===== src/rtl/fx_math_pkg.sv =====
// ============================================================================
// Module      : fx_math_pkg
// Description : Shared fixed-point math helpers and iterative-unit FSM states.
// Revision    : 1.0 - initial release
// ============================================================================
`default_nettype none

package fx_math_pkg;

    typedef enum logic [1:0] {
        IDLE  = 2'd0,
        CALC  = 2'd1,
        FINAL = 2'd2,
        DONE  = 2'd3
    } sqrt_state_t;

    // Radicand width: magnitude bits plus fractional shift, rounded up to even.
    function automatic int calc_rw(input int width, input int frac);
        int raw;
        raw = width - 1 + frac;
        return raw + (raw % 2);
    endfunction

    function automatic int calc_n(input int width, input int frac);
        return calc_rw(width, frac) / 2;
    endfunction

    function automatic int calc_iter(input int n, input int bpc);
        return (n + bpc - 1) / bpc;
    endfunction

endpackage

`default_nettype wire


===== src/rtl/fx_sqrt_iter_if.sv =====
// ============================================================================
// Module      : fx_sqrt_iter_if
// Description : Valid/ready request and response bundle of the square-root unit.
// Revision    : 1.0 - initial release
// ============================================================================
`default_nettype none

interface fx_sqrt_iter_if #(
    parameter int WIDTH = 32
);
    logic [WIDTH-1:0] data_in;
    logic             valid_in;
    logic             ready_out;
    logic [WIDTH-1:0] result_out;
    logic [WIDTH:0]   rem_out;
    logic             err_out;
    logic             valid_out;
    logic             ready_in;

    modport master (
        output data_in, valid_in, ready_in,
        input  ready_out, result_out, rem_out, err_out, valid_out
    );

    modport slave (
        input  data_in, valid_in, ready_in,
        output ready_out, result_out, rem_out, err_out, valid_out
    );
endinterface

`default_nettype wire


===== src/rtl/sqrt_step.sv =====
// ============================================================================
// Module      : sqrt_step
// Description : One restoring digit-recurrence step of the integer square root.
// Revision    : 1.0 - initial release
// ============================================================================
`default_nettype none

module sqrt_step #(
    parameter int N = 21
) (
    input  wire  [N+1:0] rem_cur,
    input  wire  [N-1:0] root_cur,
    input  wire  [1:0]   pair,
    output logic [N+1:0] rem_next,
    output logic [N-1:0] root_next
);
    logic [N+3:0] shifted;
    logic [N+3:0] trial;

    // Trial subtract of (4*root + 1); a negative result restores the shifted remainder.
    assign shifted   = {rem_cur, pair};
    assign trial     = shifted - {2'b00, root_cur, 2'b01};
    assign rem_next  = trial[N+3] ? shifted[N+1:0] : trial[N+1:0];
    assign root_next = {root_cur[N-2:0], ~trial[N+3]};
endmodule

`default_nettype wire


===== src/rtl/fx_sqrt_iter.sv =====
// ============================================================================
// Module      : fx_sqrt_iter
// Description : Iterative signed fixed-point square root, BPC root bits per cycle.
// Revision    : 1.0 - initial release
// ============================================================================
`default_nettype none

module fx_sqrt_iter
    import fx_math_pkg::*;
#(
    parameter int WIDTH     = 32,
    parameter int FRAC_BITS = 11,
    parameter int BPC       = 1,
    parameter int ROUND     = 0
) (
    input  wire             clk_in,
    input  wire             rst_in,
    fx_sqrt_iter_if.slave   bus
);
    localparam int N     = calc_n(WIDTH, FRAC_BITS);
    localparam int ITER  = calc_iter(N, BPC);
    // Radicand register is padded so every cycle consumes a full BPC digit group.
    localparam int RP    = 2 * BPC * ITER;
    localparam int CNT_W = $clog2(ITER + 1);
    localparam int REM_W = WIDTH + 1;
    localparam logic [N-1:0] ROOT_MAX = '1;

    sqrt_state_t      state;
    logic [RP-1:0]    rad;
    logic [N-1:0]     root;
    logic [N+1:0]     part_rem;
    logic [CNT_W-1:0] iter_cnt;
    logic             neg_in;

    logic [N+1:0]     rem_chain  [0:BPC];
    logic [N-1:0]     root_chain [0:BPC];
    logic             accept;
    logic             round_up;
    logic [N-1:0]     root_fin;

    assign bus.ready_out = (state == IDLE) || ((state == DONE) && bus.ready_in);
    assign accept        = bus.valid_in && bus.ready_out;

    assign round_up = (ROUND != 0) && ({2'b00, root} < part_rem) && (root != ROOT_MAX);
    assign root_fin = round_up ? root + N'(1) : root;

    assign rem_chain[0]  = part_rem;
    assign root_chain[0] = root;

    generate
        for (genvar i = 0; i < BPC; i++) begin : g_step
            sqrt_step #(
                .N (N)
            ) u_step (
                .rem_cur   (rem_chain[i]),
                .root_cur  (root_chain[i]),
                .pair      (rad[RP-1-2*i -: 2]),
                .rem_next  (rem_chain[i+1]),
                .root_next (root_chain[i+1])
            );
        end
    endgenerate

    always_ff @(posedge clk_in or negedge rst_in) begin
        if (!rst_in) begin
            state          <= IDLE;
            rad            <= '0;
            root           <= '0;
            part_rem       <= '0;
            iter_cnt       <= '0;
            neg_in         <= 1'b0;
            bus.result_out <= '0;
            bus.rem_out    <= '0;
            bus.err_out    <= 1'b0;
            bus.valid_out  <= 1'b0;
        end else begin
            case (state)
                IDLE, DONE: begin
                    if ((state == DONE) && bus.ready_in) begin
                        bus.valid_out <= 1'b0;
                        state         <= IDLE;
                    end
                    if (accept) begin
                        bus.valid_out <= 1'b0;
                        iter_cnt      <= '0;
                        root          <= '0;
                        part_rem      <= '0;
                        rad           <= RP'(bus.data_in[WIDTH-2:0]) << FRAC_BITS;
                        neg_in        <= bus.data_in[WIDTH-1];
                        state         <= bus.data_in[WIDTH-1] ? FINAL : CALC;
                    end
                end
                CALC: begin
                    rad      <= rad << (2 * BPC);
                    root     <= root_chain[BPC];
                    part_rem <= rem_chain[BPC];
                    iter_cnt <= iter_cnt + CNT_W'(1);
                    if (iter_cnt == CNT_W'(ITER - 1)) begin
                        state <= FINAL;
                    end
                end
                FINAL: begin
                    if (neg_in) begin
                        bus.result_out <= '0;
                        bus.rem_out    <= '0;
                        bus.err_out    <= 1'b1;
                    end else begin
                        bus.result_out <= WIDTH'(root_fin);
                        bus.rem_out    <= REM_W'(part_rem);
                        bus.err_out    <= 1'b0;
                    end
                    bus.valid_out <= 1'b1;
                    state         <= DONE;
                end
                default: state <= IDLE;
            endcase
        end
    end
endmodule

`default_nettype wire


===== src/flat_wrapper.sv =====
// flat-port wrapper written by rule: the top's interface ports become plain ports
module fx_sqrt_iter_flat import fx_math_pkg::*;
#(
    parameter int WIDTH     = 32,
    parameter int FRAC_BITS = 11,
    parameter int BPC       = 1,
    parameter int ROUND     = 0
)
  (clk_in, rst_in, bus_data_in, bus_valid_in, bus_ready_in, bus_ready_out, bus_result_out, bus_rem_out, bus_err_out, bus_valid_out);
  fx_sqrt_iter_if #(.WIDTH(WIDTH)) bus_i ();
  input  wire clk_in;
  input  wire rst_in;
  input wire logic [$bits(bus_i.data_in)-1:0] bus_data_in;
  input wire logic [$bits(bus_i.valid_in)-1:0] bus_valid_in;
  input wire logic [$bits(bus_i.ready_in)-1:0] bus_ready_in;
  output wire logic [$bits(bus_i.ready_out)-1:0] bus_ready_out;
  output wire logic [$bits(bus_i.result_out)-1:0] bus_result_out;
  output wire logic [$bits(bus_i.rem_out)-1:0] bus_rem_out;
  output wire logic [$bits(bus_i.err_out)-1:0] bus_err_out;
  output wire logic [$bits(bus_i.valid_out)-1:0] bus_valid_out;
  assign bus_i.data_in = bus_data_in;
  assign bus_i.valid_in = bus_valid_in;
  assign bus_i.ready_in = bus_ready_in;
  assign bus_ready_out = bus_i.ready_out;
  assign bus_result_out = bus_i.result_out;
  assign bus_rem_out = bus_i.rem_out;
  assign bus_err_out = bus_i.err_out;
  assign bus_valid_out = bus_i.valid_out;
  fx_sqrt_iter #(.WIDTH(WIDTH), .FRAC_BITS(FRAC_BITS), .BPC(BPC), .ROUND(ROUND)) u_core (.clk_in(clk_in), .rst_in(rst_in), .bus(bus_i));
endmodule

===== config.mk =====
export PLATFORM = sky130hd
export DESIGN_NAME = fx_sqrt_iter_flat
export DESIGN_NICKNAME = d
export VERILOG_FILES = /design/src/rtl/fx_math_pkg.sv /design/src/rtl/fx_sqrt_iter_if.sv /design/src/rtl/sqrt_step.sv /design/src/rtl/fx_sqrt_iter.sv /design/src/flat_wrapper.sv
export SDC_FILE = /design/constraint.sdc
export NUM_CORES = 1
export LEC_CHECK = 0
export ABC_CLOCK_PERIOD_IN_PS = 8400
export CAP_MARGIN = 5
export CORE_UTILIZATION = 50
export CTS_BUF_LIST = sky130_fd_sc_hd__clkbuf_4 sky130_fd_sc_hd__clkbuf_8 sky130_fd_sc_hd__clkbuf_16
export CTS_CLUSTER_SIZE = 30
export DETAILED_ROUTE_END_ITERATION = 10
export GPL_ROUTABILITY_DRIVEN = 0
export PLACE_DENSITY = 0.75
export SLEW_MARGIN = 20
export SYNTH_ARGS = -nofsm -noshare
export SYNTH_HDL_FRONTEND = slang
export SYNTH_SLANG_ARGS = --single-unit

===== constraint.sdc =====
create_clock -name clk_in -period 8.4 [get_ports clk_in]
set_input_delay 0.84 -clock clk_in [delete_from_list [all_inputs] [get_ports clk_in]]
set_output_delay 0.84 -clock clk_in [all_outputs]
set_load 0.1 [all_outputs]

==> metrics.cfg, run 1 <==
[status]
status=completed

[hold_path]
worstHoldPathCells=2
hold_path_class=register to register
min_from=u_core.root[10]

[grt]
grt_overflow_total=0
grt_max_degree=72
grt_pass1_wl_um=24600
track_usage=0.221
grt_pass1_vias=5325
antenna_found_initial=0

[synthesis]
yosysMostFrequentCell=dfrtp_1
ys.flop_type=dfrtp_1
ys_seq_elements=129
synthCells=735
yosysWarnings=0
seq_area_frac_synth=0.475
avgSynthCellArea_um2=9.24
ys_top_cells_by_area=dfrtp_1 (48%), mux2i_1 (7.1%), nand2_1 (6.4%)
synth.top_cell.area_share=0.475
synth_common_cells=dfrtp_1 (129), nand2_1 (116), o21ai_0 (81)
synth_edf_count=0
async_flop_share=1.00
synth.distinct_cells=49
post-synth-top-area-cell=dfrtp_1
synth_area_um2=6790

[worst_setup_path]
cp_data_arrival_time_ns=2.67
worstPathRequired_ns=7.56
cp-start-kind=primary input
cp-end-kind=primary output
rr_worst_depth=9
crit_type=primary input to primary output
timing.rr.start=u_core.part_rem[8]
worstPathMaxFanout=3
crit_start=bus_ready_in

[finish]
area_growth_pct=22.4
fin_util=0.627
antenna_cells=0
fin_nets=870
drive_gt1_frac=0.0623

[cts]
cts_max_path_buffers=2
numCtsBuffers=17
cts_root_buffer=clkbuf_16
hold_buffers=0
cts_tree=built
cts_setup_buffers=0
insertion_delay_ns=0.42
path_clk_slew_ns=0.05
htree_levels=4
cts.sinks=129
cts_resized=0

[sta]
worstMarginPinSlew_ns=1.06
hold_viol_final=0
tns_ns=0
maxSlewHeadroom=0.295
hold_slack_ns=0.477
setup_viol=0
period_minus_slack_ns=3.51
fin_crit_sh=0.418
rsz0062_at_grt=no
fin_worst_skew_ns=0.00994
finalMaxSlewViolations=0
fmax_mhz=285

[drt]
firstDrtPassIters=5
wl_um=14300
drcViolationCount=0
detail-route-antenna-nets=0
viasPerCell=5.36
drt-initial-drc-count=242
vias=5336
wl_per_cell_um=14.4

[floorplanning]
row_count=42
dieArea_um2=14000
dieHeight_um=119
start_util=0.513
io-pin-count=104
die_w_um=119
core_area_um2=13200

[flow_run]
cap_violations=0

[placed_design]
place.port_buffers=82
hpwl_um=9840

final cells by class:
class | instances | area [µm²]
clock buffer | 23 | 495
clock inverter | 9 | 153
fill | 1098 | 4930
inverter | 77 | 289
multi-input combinational | 493 | 3060
sequential | 129 | 3230
tap | 176 | 220
timing repair buffer | 88 | 863
kinds of logic after synthesis:
family          share of synthesized area
other cells                      0.000552
buf+inv                            0.0879
xor+xnor                           0.0271
flops                               0.475
compound gates                      0.177
mux                                0.0757
fa+ha+maj                          0.0516
simple gates                        0.104
worst paths after layout:
check	end	slack, ns
worst max-delay path	bus_ready_out	4.89
worst min-delay path	u_core.bus.result_out[10]	0.48
worst max register to register	u_core.part_rem[3]	5.27
worst min register to register	u_core.bus.result_out[10]	0.48
max in group asynchronous	u_core.root[8]	6.55
min in group asynchronous	u_core.bus.result_out[4]	0.52
per-stage QoR:
step,instance area [µm²],setup WS [ns],std cells
floorplan,6860,5.65,755
global route,8310,4.86,995
CTS,8310,4.88,995
detailed placement,7660,4.89,963
global placement,7660,4.89,963
finish,8310,4.89,995
registers in the layout (all words and copies together), names as in the netlist:
name,count
u_core.rad,31
u_core.bus.valid_out,1
u_core.iter_cnt,5
u_core.part_rem,23
u_core.root,21
u_core.state,2
u_core.bus.result_out,21
u_core.neg_in,1
u_core.bus.rem_out,23
u_core.bus.err_out,1
critical path, cell delays in order:
cell             delay (ns)
clkdlybuf4s50_1        0.45
and2_1                 0.13
or2_2                  0.13
clkdlybuf4s50_1        1.13
layout by cell type (no fill, tap or decap), drive strengths merged, types with 7 or more instances in the layout:
| cell type | count |
|---|---|
| xor2 | 8 |
| mux2i | 48 |
| nand2 | 116 |
| ha | 28 |
| o21ai | 104 |
| nor3 | 9 |
| nor2 | 19 |
| conb | 21 |
| dfrtp | 129 |
| o22ai | 30 |
| buf | 7 |
| o21a | 7 |
| inv | 77 |
| a21o | 9 |
| xnor2 | 13 |
| clkbuf | 23 |
| clkdlybuf4s50 | 81 |
| a21oi | 29 |
per-layer routing:
metal,wire length (µm),GRT usage
met1,6370,0.277
met5,0,0
met2,6820,0.349
met4,275,0.0989
met3,877,0.0709
Power of run 1 is not shown: default switching activity piles up to over one toggle a cycle in this logic, so the estimate is an artifact.
==> inputs of run 2 (changes only) <==
--- a/config.mk
+++ b/config.mk
@@ -5,7 +5,7 @@
 export SDC_FILE = /design/constraint.sdc
 export NUM_CORES = 1
 export LEC_CHECK = 0
-export ABC_CLOCK_PERIOD_IN_PS = 8400
+export ABC_CLOCK_PERIOD_IN_PS = 3500
 export CAP_MARGIN = 5
 export CORE_UTILIZATION = 50
 export CTS_BUF_LIST = sky130_fd_sc_hd__clkbuf_4 sky130_fd_sc_hd__clkbuf_8 sky130_fd_sc_hd__clkbuf_16
==> constraint.sdc (replaced) <==
create_clock -name clk_in -period 3.5 [get_ports clk_in]
set_input_delay 0.35 -clock clk_in [delete_from_list [all_inputs] [get_ports clk_in]]
set_output_delay 0.35 -clock clk_in [all_outputs]
set_load 0.1 [all_outputs]
==> run 2 against run 1 <==
Utilization increased by 0.56 points. Final cell count is 0.30% higher. Die area unchanged. First-iteration DRC count is 38% higher.
==> metrics.cfg, run 2 (same netlist as run 1, synthesis figures left out) <==
[sta]
finalMaxSlewViolations=0  ; unchanged
worstMarginPinSlew_ns=1.01  ; -0.0443 ns
tns_ns=0  ; unchanged
period_minus_slack_ns=3.05
rsz0062_at_grt=no
hold_slack_ns=0.0302  ; -0.446 ns
fmax_mhz=328
fin_worst_skew_ns=0.00844  ; -0.00150 ns
fin_crit_sh=0.872
hold_viol_final=0  ; unchanged
setup_viol=0  ; unchanged
maxSlewHeadroom=0.323  ; +0.0274

[drt]
firstDrtPassIters=5  ; unchanged
drt-initial-drc-count=335  ; +38%
drcViolationCount=0  ; unchanged
viasPerCell=5.33  ; -0.69%
vias=5315  ; -0.39%
detail-route-antenna-nets=0  ; unchanged
wl_per_cell_um=14.8  ; +2.5%
wl_um=14700  ; +2.8%

[grt]
grt_pass1_vias=5294  ; -0.58%
grt_overflow_total=0  ; unchanged
grt_max_degree=85  ; +18%
grt_pass1_wl_um=25000  ; +1.8%
track_usage=0.224  ; +0.00330
antenna_found_initial=0  ; unchanged

[finish]
final_cells=998  ; +0.30%
fin_nets=874  ; +0.46%
regArea_um2=3230  ; unchanged
multi_input_comb_area_um2=3060  ; unchanged
top_regs=u_core.rad (31), u_core.bus.rem_out (23), u_core.part_rem (23)
largest_register=u_core.rad
fin_util=0.633  ; +0.00557
area_growth_pct=23.5
layout_common_cells=dfrtp_1 (129), nand2_1 (116), o21ai_0 (81)
drive_gt1_frac=0.0669  ; +0.00464
n_fill_cell=1089  ; -0.82%
antenna_cells=0  ; unchanged
largest_reg_flops=31  ; unchanged
layout_commonest_cell=dfrtp_1

[cts]
cts_tree=built
cts_max_path_buffers=2  ; unchanged
cts.sinks=129  ; unchanged
numCtsBuffers=17  ; unchanged
insertion_delay_ns=0.43  ; about the same
cts_root_buffer=clkbuf_16
cts_resized=0  ; unchanged
path_clk_slew_ns=0.05  ; about the same
htree_levels=4  ; unchanged
cts_setup_buffers=0  ; unchanged
hold_buffers=0  ; unchanged

[worst_setup_path]
rr_worst_depth=10  ; +1
cp_data_arrival_time_ns=3.34  ; +0.67 ns
worstPathRequired_ns=3.79  ; -3.77 ns
worstPathMaxFanout=13  ; +10
cp-start-kind=register
cp-end-kind=register
crit_type=register to register

[flow_run]
cap_violations=0  ; unchanged

[floorplanning]
core_area_um2=13200  ; unchanged
dieArea_um2=14000  ; unchanged
die_w_um=119  ; unchanged
row_count=42  ; unchanged
start_util=0.513  ; unchanged
io-pin-count=104  ; unchanged
dieHeight_um=119  ; unchanged

[placed_design]
place.port_buffers=82  ; unchanged
hpwl_um=10300  ; +4.7%
dp_cells=967  ; +0.42%

[hold_path]
hold_path_class=primary input to asynchronous set/reset pin

[status]
status=completed

## run 2: changes by cell type in the layout (fill, tap and decap cells not counted)
cell,change
buf_4,+3
bufinv_16,+1
inv_6,+1
clkinvlp_4,+2
clkdlybuf4s50_1,-1
clkinv_2,-3
clkinv_4,-2
buf_12,+2
## run 2: layout make-up
cell class	instances	share of cell area
inverter	77	0.0345
clock inverter	8	0.0207
clock buffer	23	0.0591
tap	176	0.0263
multi-input combinational	493	0.365
sequential	129	0.385
timing repair buffer	92	0.109
## run 2: metrics by stage
stage | instance area (µm²) | setup slack (ns)
after floorplan | 6860 | 0.768
after global placement | 7710 | 0.657
after detailed placement | 7710 | 0.528
after CTS | 8380 | 0.511
after global routing | 8380 | 0.278
final | 8380 | 0.449
## run 2: path summary, 6_finish.rpt
| path | slack [ns] | from | endpoint |
|---|---|---|---|
| max | 0.45 | u_core.root[8] | u_core.part_rem[12] |
| min | 0.03 | rst_in | u_core.bus.rem_out[8] |
| max reg2reg | 0.45 | u_core.root[8] | u_core.part_rem[12] |
| min reg2reg | 0.47 | u_core.root[10] | u_core.bus.result_out[10] |
| max in group asynchronous | 2.65 | rst_in | u_core.rad[31] |
| min in group clk_in | 0.47 | u_core.root[10] | u_core.bus.result_out[10] |
## run 2: worst max-delay path: stages, from the launching register on
cell and delay (ns):
dfrtp_1 0.37, inv_1 0.08, ha_1 0.41, nand2_1 0.13, o21ai_1 0.27, nor2_1 0.12, a2111o_1 0.52, a311oi_4 0.41
buf_4 0.30, mux2i_1 0.23, o21ai_1 0.07
## run 2: layer usage
metal  global-route usage  vias to the layer above  part of all wire
met1                0.286                     2538              0.44
met3               0.0618                       23             0.056
met4               0.0870                        0             0.015
li1                     -                     2616                 -
met5                    0                        -                 0
met2                0.362                      138              0.49
Power of run 2 is left out for the same reason.
==> inputs of run 3 (changes only) <==
--- a/config.mk
+++ b/config.mk
@@ -5,15 +5,14 @@
 export SDC_FILE = /design/constraint.sdc
 export NUM_CORES = 1
 export LEC_CHECK = 0
-export ABC_CLOCK_PERIOD_IN_PS = 3500
+export ABC_CLOCK_PERIOD_IN_PS = 3000
 export CAP_MARGIN = 5
-export CORE_UTILIZATION = 50
+export CORE_UTILIZATION = 45
 export CTS_BUF_LIST = sky130_fd_sc_hd__clkbuf_4 sky130_fd_sc_hd__clkbuf_8 sky130_fd_sc_hd__clkbuf_16
 export CTS_CLUSTER_SIZE = 30
 export DETAILED_ROUTE_END_ITERATION = 10
 export GPL_ROUTABILITY_DRIVEN = 0
-export PLACE_DENSITY = 0.75
-export SLEW_MARGIN = 20
+export PLACE_DENSITY = 0.69
 export SYNTH_ARGS = -nofsm -noshare
 export SYNTH_HDL_FRONTEND = slang
 export SYNTH_SLANG_ARGS = --single-unit
==> constraint.sdc (replaced) <==
create_clock -name clk_in -period 3 [get_ports clk_in]
set_input_delay 0.3 -clock clk_in [delete_from_list [all_inputs] [get_ports clk_in]]
set_output_delay 0.3 -clock clk_in [all_outputs]
set_load 0.1 [all_outputs]
==> run 3 against run 2 <==
Largest cell class unchanged. Sequential share of layout area shrank 1.6 points. Die area rose by 11%. Critical path depth is 1 higher. Sequential cell count did not move. The flow now finishes with violations (DRC). Critical endpoint is now u_core.part_rem[2].
==> metrics.cfg, run 3 (same netlist as run 1, synthesis figures left out) <==
[sta]
period_minus_slack_ns=2.78  ; -0.273 ns
fin_crit_sh=0.926  ; +0.0544
fin_worst_skew_ns=0.00992  ; +0.00149 ns
worstMarginPinSlew_ns=0.603  ; -0.410 ns
fmax_mhz=360  ; +9.8%
hold_slack_ns=0.324  ; +0.294 ns
finalMaxSlewViolations=0  ; unchanged
hold_viol_final=0  ; unchanged
setup_viol=0  ; unchanged
rsz0062_at_grt=no
maxSlewHeadroom=0.598  ; +0.275

[grt]
antenna_found_initial=0  ; unchanged
grt_pass1_vias=5590  ; +5.6%
grt_pass1_wl_um=27200  ; +8.5%
grt_overflow_total=0  ; unchanged
grt_max_degree=108  ; +27%
track_usage=0.220  ; -0.00471

[worst_setup_path]
worstPathRequired_ns=3.28  ; -0.51 ns
cp-endpoint=u_core.part_rem[2]
r2r_end=u_core.part_rem[2]
crit_type=register to register
timing.rr.start=u_core.root[11]
crit_start=u_core.root[11]
worstPathMaxFanout=11  ; -2
cp-start-kind=register
rr_worst_depth=11  ; +1
cp_data_arrival_time_ns=3.06  ; -0.28 ns
cp-end-kind=register
r2r_setup_slack_ns=0.22  ; -0.23 ns

[floorplanning]
core_area_um2=14600  ; +11%
die_w_um=125  ; +5.3%
start_util=0.464  ; -0.0491
io-pin-count=104  ; unchanged
dieArea_um2=15600  ; +11%
row_count=44  ; +4.8%
dieHeight_um=125  ; +5.3%

[placed_design]
placed_cell_area_um2=8130  ; +5.4%
place.port_buffers=82  ; unchanged
hpwl_um=11200  ; +8.5%

[cts]
cts_root_buffer=clkbuf_16
insertion_delay_ns=0.42  ; about the same
numCtsBuffers=17  ; unchanged
path_clk_slew_ns=0.06  ; about the same
cts.sinks=129  ; unchanged
htree_levels=4  ; unchanged
cts_max_path_buffers=2  ; unchanged
cts_resized=0  ; unchanged
cts_tree=built

[drt]
drt-initial-drc-count=370  ; +10%
detail-route-antenna-nets=0  ; unchanged
wl_per_cell_um=14.9  ; +0.83%
viasPerCell=5.23  ; -1.7%
firstDrtPassIters=11  ; +6
vias=5642  ; +6.2%
drcViolationCount=14  ; +14
wl_um=16100  ; +8.9%

[hold_path]
hold_path_class=primary input to asynchronous set/reset pin

[flow_run]
cap_violations=0  ; unchanged

[finish]
largest_register=u_core.rad
antenna_cells=0  ; unchanged
largest_reg_flops=31  ; unchanged
fin_area_um2=8760  ; +4.5%
layout_commonest_cell=dfrtp_1
fin_nets=945  ; +8.1%
drive_gt1_frac=0.192  ; +0.125
layout_common_cells=dfrtp_1 (129), buf_4 (125), nand2_1 (116)
area_growth_pct=29.0
top_regs=u_core.rad (31), u_core.bus.rem_out (23), u_core.part_rem (23)

[status]
violations=DRC
status=finished, violations left

-- run 3: cell types whose count changed in the layout (fill, tap and decap cells not counted) --
cell             before  now
bufinv_16             5    2
clkinv_4              0    2
buf_4                10  125
clkinvlp_4            2    1
dlygate4sd3_1         0    1
buf_12                2    3
clkinv_2              0    4
clkdlybuf4s50_1      80   34
inv_6                 1    0
-- run 3: what timing repair did --
| item | 4_1_cts | 5_1_grt |
|---|---|---|
| setup buffers | 1 | 0 |
| hold endpoints to repair | 22 | 0 |
| hold buffers | 1 | 0 |
| endpoints found under the setup margin | 22 | 0 |
-- run 3: how the worst min path moves through the flow --
stage | startpoint | to | slack [ns] | cells after the start
floorplan | rst_in | u_core.bus.err_out | 0.004 | 0
global placement | rst_in | u_core.bus.result_out[5] | 0.21 | 1
detailed placement | rst_in | u_core.bus.result_out[5] | 0.22 | 1
CTS | rst_in | u_core.root[3] | 0.31 | 2
global route | rst_in | u_core.bus.result_out[0] | 0.34 | 2
finish | rst_in | u_core.root[3] | 0.32 | 2
-- run 3: area by class of cell --
| class | count | area [µm²] |
|---|---|---|
| Clock buffer | 23 | 495 |
| Sequential cell | 129 | 3230 |
| Clock inverter | 9 | 105 |
| Tap cell | 184 | 230 |
| Inverter | 77 | 289 |
| Multi-Input combinational cell | 493 | 3060 |
| Fill cell | 1236 | 5890 |
| Timing Repair Buffer | 163 | 1350 |
-- run 3: worst max-delay path, stage by stage (launching register included) --
cell and delay [ns]:
dfrtp_1 0.35, inv_1 0.06, ha_1 0.33, a211oi_1 0.38
nand2_1 0.09, nor2_1 0.19, a2111o_1 0.26, o31ai_2 0.11
a311oi_4 0.33, buf_12 0.20, mux2i_1 0.25, o21ai_1 0.09
-- run 3: metal layers --
layer  share of wire  up-vias  GRT usage
li1                -     2756          -
met5               0        -          0
met1            0.45     2726      0.281
met4           0.010        0     0.0725
met2            0.48      150      0.359
met3           0.055       10     0.0619
-- run 3: metrics by stage --
| step | instances | worst slack [ns] | TNS, ns | util |
|---|---|---|---|---|
| 2_1_floorplan | 755 | 0.268 | 0 | - |
| 3_3_place_gp | 1044 | -0.122 | -1.16 | 0.555 |
| 3_5_place_dp | 1044 | -0.281 | -3.55 | 0.555 |
| 4_1_cts | 1078 | 0.234 | 0 | 0.598 |
| 5_1_grt | 1078 | 0.00827 | 0 | 0.598 |
| 6_report | 1078 | 0.222 | 0 | 0.598 |
Power of run 3 is left out for the same reason.
